--- src/rtl/decoder_n_to_m_seq.sv ---
`default_nettype none
// ============================================================================
//  Module     : decoder_n_to_m_seq
//  Description: Registered N-to-2^N one-hot decoder with a valid/ready input,
//               an active-level option and an optional auto-scan mode
//               (compiled in with DECODER_SCAN_EN).
//  Revision   : 1.0 - initial release
// ============================================================================
module decoder_n_to_m_seq #(
    parameter int N          = 2,
    parameter int SCAN_DWELL = 4,
    parameter bit ACTIVE_LOW = 1'b0
) (
    input  logic                 clk,
    input  logic                 rst_n,
    input  logic                 in_valid,
    output logic                 in_ready,
    input  logic [N-1:0]         sel,
    input  logic                 en,
    input  logic                 mode,
    output logic [(1<<N)-1:0]    out,
    output logic                 out_valid,
    output logic                 scan_wrap
);

    localparam int                 c_LINES    = 1 << N;
    localparam logic [c_LINES-1:0] c_INACTIVE = ACTIVE_LOW ? '1 : '0;

    typedef enum logic [1:0] {
        ST_IDLE = 2'd0,
        ST_HOLD = 2'd1,
        ST_SCAN = 2'd2
    } state_t;

    state_t             r_state;
    logic [c_LINES-1:0] r_out;
    logic               r_out_valid;
    logic               w_accept;

    function automatic logic [c_LINES-1:0] f_onehot(input logic [N-1:0] idx);
        logic [c_LINES-1:0] v;
        v      = '0;
        v[idx] = 1'b1;
        return v;
    endfunction

    // Polarity is applied before the register so the pins come straight off flops.
    function automatic logic [c_LINES-1:0] f_drive(input logic [c_LINES-1:0] pattern);
        return ACTIVE_LOW ? ~pattern : pattern;
    endfunction

    assign w_accept  = in_valid && in_ready;
    assign out       = r_out;
    assign out_valid = r_out_valid;

`ifdef DECODER_SCAN_EN
    localparam int              c_DW         = (SCAN_DWELL > 1) ? $clog2(SCAN_DWELL) : 1;
    localparam logic [c_DW-1:0] c_DWELL_LAST = c_DW'(SCAN_DWELL - 1);

    logic [c_DW-1:0] r_dwell;
    logic [N-1:0]    r_index;
    logic [N-1:0]    w_index_next;
    logic            r_scan_wrap;

    assign w_index_next = r_index + N'(1);
    assign in_ready     = (r_state != ST_SCAN) && !mode;
    assign scan_wrap    = r_scan_wrap;
`else
    logic w_mode_unused;

    assign w_mode_unused = mode;
    assign in_ready      = 1'b1;
    assign scan_wrap     = 1'b0;
`endif

    always_ff @(posedge clk or negedge rst_n) begin
        if (!rst_n) begin
            r_state     <= ST_IDLE;
            r_out       <= c_INACTIVE;
            r_out_valid <= 1'b0;
`ifdef DECODER_SCAN_EN
            r_dwell     <= '0;
            r_index     <= '0;
            r_scan_wrap <= 1'b0;
`endif
        end else begin
`ifdef DECODER_SCAN_EN
            r_scan_wrap <= 1'b0;
`endif
            case (r_state)
`ifdef DECODER_SCAN_EN
                ST_SCAN: begin
                    if (!mode) begin
                        // Leaving scan drops any partial dwell.
                        r_state     <= ST_IDLE;
                        r_out       <= c_INACTIVE;
                        r_out_valid <= 1'b0;
                        r_dwell     <= '0;
                        r_index     <= '0;
                    end else if (r_dwell == c_DWELL_LAST) begin
                        r_dwell     <= '0;
                        r_index     <= w_index_next;
                        r_out       <= f_drive(f_onehot(w_index_next));
                        r_scan_wrap <= (r_index == N'(c_LINES - 1));
                    end else begin
                        r_dwell <= r_dwell + c_DW'(1);
                    end
                end
`endif
                default: begin
`ifdef DECODER_SCAN_EN
                    if (mode) begin
                        r_state     <= ST_SCAN;
                        r_dwell     <= '0;
                        r_index     <= '0;
                        r_out       <= f_drive(f_onehot('0));
                        r_out_valid <= 1'b1;
                    end else
`endif
                    if (w_accept) begin
                        r_state     <= ST_HOLD;
                        r_out       <= en ? f_drive(f_onehot(sel)) : c_INACTIVE;
                        r_out_valid <= 1'b1;
                    end
                end
            endcase
        end
    end

endmodule
`default_nettype wire

--- config.mk ---
export PLATFORM = sky130hd
export DESIGN_NAME = decoder_n_to_m_seq
export DESIGN_NICKNAME = d
export VERILOG_FILES = /design/src/rtl/decoder_n_to_m_seq.sv
export SDC_FILE = /design/constraint.sdc
export NUM_CORES = 1
export LEC_CHECK = 0
export ABC_AREA = 1
export BUFFER_PORTS_ARGS = -buffer_cell sky130_fd_sc_hd__buf_4
export CAP_MARGIN = 0
export CORE_AREA = 2 2 39 41
export CTS_CLUSTER_DIAMETER = 200
export DETAILED_ROUTE_END_ITERATION = 7
export DIE_AREA = 0 0 41 43
export MAX_ROUTING_LAYER = met4
export PLACE_DENSITY_LB_ADDON = 0.25
export SYNTH_ARGS = -nofsm -noshare
export SYNTH_HDL_FRONTEND = slang
export SYNTH_SLANG_ARGS = --single-unit
--- constraint.sdc ---
create_clock -name clk -period 1.4 [get_ports clk]
set_clock_uncertainty 0.05 [all_clocks]
set_input_delay 0.14 -clock clk [delete_from_list [all_inputs] [get_ports clk]]
set_output_delay 0.14 -clock clk [all_outputs]
set_load 0.02 [all_outputs]
==> summary.log <==
INFO  final_layout   antenna_cells=0
INFO  critical_path  startpoint_type=flop
INFO  global_route   grt_util_all_layers=6.80%
INFO  power_and_ir_drop pwr_density_cell=1080nW/um^2
INFO  critical_path  timing.critical_path.arrival=770ps
INFO  power_and_ir_drop vdd.ir_drop.worst=210uV
INFO  detailed_routing count_of_nets_left_with_antenna_violations_after_detail_routing=0
INFO  power_and_ir_drop sequentialPowerShare=41.5%
INFO  logic_synthesis syn-cell-area=230squm
INFO  final_layout   num-nets-final=51
INFO  logic_synthesis synth_cell_types=9
INFO  logic_synthesis synth-warning-count=0
INFO  floorplan      io-pin-count=14
INFO  logic_synthesis syn-num-nets=37
INFO  timing         fin_worst_hold_slack=62.0ps
INFO  floorplan      core_box_area=1380squm
INFO  critical_path  timing.critical_path.required=1210ps
INFO  critical_path  cpMaxStageDelayCell=sky130_fd_sc_hd__dfrtp_1
INFO  timing         final.setup.tns=0ps
INFO  final_layout   final_layout_size_suffix_gt1_share=32.6%
INFO  critical_path  slowest_delay=370ps
INFO  clock_network  cts_root_buf=sky130_fd_sc_hd__clkbuf_4
INFO  clock_network  cts-buffers-inserted=3
INFO  clock_network  cts_num_sinks=5
INFO  placement      dp.final_hpwl=374microns
INFO  power_and_ir_drop comb_power_share=14.7%
INFO  timing         period_needed=959ps
INFO  global_route   wire_length_of_the_first_global_routing_pass=696microns
INFO  global_route   first_global_vias=183
INFO  outcome        outcome=finished clean
INFO  power_and_ir_drop power_leakage=0.198nW
INFO  detailed_routing viasPerCell=3.51
INFO  timing         report.final.slew_viol_count=0
INFO  final_layout   fill_cells=160
INFO  floorplan      total_die_area=1760squm
INFO  global_route   antenna_violations_before_repair=0
INFO  detailed_routing vias=207
INFO  logic_synthesis avgSynthCellArea=7.67squm
INFO  detailed_routing drt-initial-drc-count=1
INFO  timing         hold_violations=0
INFO  logic_synthesis ys_ff_latch=5
INFO  critical_path  crit_path_cell_trace=buf_4
INFO  floorplan      die_height=43microns
INFO  critical_path  timing.setup.critical_path_class=flop to primary output
INFO  critical_path  worst-r2r-cell-count=1
INFO  hold_path      hold_path.class=input port to flop
INFO  global_route   grt_max_degree=6
INFO  detailed_routing avgRoutedWirePerCell=7.86microns
INFO  detailed_routing dr.pass1.iters=4
INFO  timing         setup-violations-final=0
INFO  final_layout   postLayoutCellArea=347squm
INFO  global_route   global_route.overflow_total=0
INFO  timing         unrepaired_setup_endpoints_after_global_routing=false
INFO  critical_path  critical_path_depth=1
INFO  clock_network  insertion_delay=240ps
INFO  placement      place_area=310squm
INFO  final_layout   flow.area_growth_from_synthesis=50.5%
INFO  power_and_ir_drop switching_share=24.3%
INFO  logic_synthesis postSynthCellCount=30
INFO  floorplan      initial_core_utilization=16.6%
INFO  clock_network  cts_setup_buffers=0
INFO  critical_path  critical_path_peak_fanout=2
INFO  power_and_ir_drop power.switching=0.0000906W
INFO  floorplan      placementRows=14
INFO  timing         min_period_over_period=68.5%
INFO  job            cap_viol_max_count=0
INFO  detailed_routing wirelength_routed=464microns
INFO  logic_synthesis synth-seq-area-share=54.3%
INFO  hold_path      min_path_cells=2
INFO  power_and_ir_drop post-layout-total-power=0.000374W
INFO  placement      place.gp.congestion=0.670
INFO  power_and_ir_drop cell_internal_pwr=0.000283W
INFO  critical_path  worstPathBufferInverterCount=1
INFO  critical_path  worstSetupEndpointType=primary output
INFO  timing         fmax=1.04GHz
INFO  power_and_ir_drop clockPowerShare=43.9%
INFO  clock_network  cts_tree=built
INFO  clock_network  cts_max_level=1
INFO  critical_path  worst_path_dominant_cell_family=flip-flops
INFO  clock_network  clkSlewWorstSetupHoldPaths=40ps
INFO  placement      port-buffer-count=10
INFO  floorplan      dieWidth=41microns
INFO  clock_network  cts_buffer_depth=2
INFO  detailed_routing detail_route.drc_violations=0
-- cell usage after synthesis --
cell	n	area share (%)
sky130_fd_sc_hd__or2_1	1	2.7
sky130_fd_sc_hd__buf_4	2	6.5
sky130_fd_sc_hd__conb_1	2	3.3
sky130_fd_sc_hd__nor2_1	3	4.9
sky130_fd_sc_hd__inv_1	3	4.9
sky130_fd_sc_hd__o21ai_1	1	2.2
sky130_fd_sc_hd__dfrtp_1	5	54
sky130_fd_sc_hd__inv_2	1	1.6
sky130_fd_sc_hd__nand2_1	12	20
-- registers in the layout, indices dropped and copies added, names as in the netlist --
register   cells
out            4
out_valid      1
-- power groups by stage --
stage | clock network (W) | logic, W | registers (W)
finish | 0.000164 | 0.0000549 | 0.000155
global route | 0.000183 | 0.0000607 | 0.000155
CTS | 0.000172 | 0.0000558 | 0.000155
detailed placement | 0 | 0.0000534 | 0.000157
global placement | 0 | 0.0000531 | 0.000157
floorplan | 0 | 0.0000210 | 0.000165
-- logic make-up (layout without fill, tap and decap cells) --
logic type | after synthesis | after routing | share of synthesized area (%)
flip-flops | 5 | 5 | 54.3
AO/OA/AOI/OAI | 1 | 1 | 2.17
AND/OR/NAND/NOR | 16 | 16 | 27.2
other | 2 | 2 | 3.26
buffers and inverters | 6 | 19 | 13.0
-- layout make-up --
| type | instances | area [sq um] | share of cell area, % |
|---|---|---|---|
| Tap cell | 16 | 20.0 | 5.78 |
| Clock buffer | 4 | 26.3 | 7.58 |
| Multi-Input combinational cell | 19 | 75.1 | 21.7 |
| Timing Repair Buffer | 11 | 85.1 | 24.5 |
| Sequential cell | 5 | 125 | 36.1 |
| Inverter | 4 | 15.0 | 4.33 |
-- placed cells by master (no fill, tap or decap), drive strengths merged --
master	instances
inv	4
buf	10
conb	2
or2	1
nor2	3
clkbuf	4
dlygate4sd3	1
o21ai	1
dfrtp	5
nand2	12
-- stage by stage --
stage | setup slack, ps | std cells | utilization [%]
2_1_floorplan | 581 | 30 | -
3_3_place_gp | 676 | 54 | 22.4
3_5_place_dp | 670 | 54 | 22.4
4_1_cts | 429 | 59 | 25.0
5_1_grt | 408 | 59 | 25.0
6_report | 441 | 59 | 25.0
-- path summary, 6_finish.rpt --
check	start	endpoint	slack, ps
min in group asynchronous	rst_n	out[0]	190
max reg2reg	out_valid	out_valid	660
min	in_valid	out_valid	60
min reg2reg	out_valid	out_valid	420
max in group asynchronous	rst_n	out[3]	1000
max	out[1]	out[1]	440
-- what timing repair did --
item                                   in CTS  in global routing
resized for setup                           0                  0
endpoints found under the hold margin       5                  0
hold buffers                                1                  0
-- per-layer routing --
| metal | share of wire (%) | GRT usage [%] | up-vias |
|---|---|---|---|
| met5 | 0 | - | - |
| met4 | 0 | 10.0 | 0 |
| li1 | - | - | 108 |
| met3 | 6.0 | 3.14 | 0 |
| met2 | 49 | 7.50 | 8 |
| met1 | 45 | 6.77 | 91 |
No activity file was read; power rests on OpenSTA's default activity.
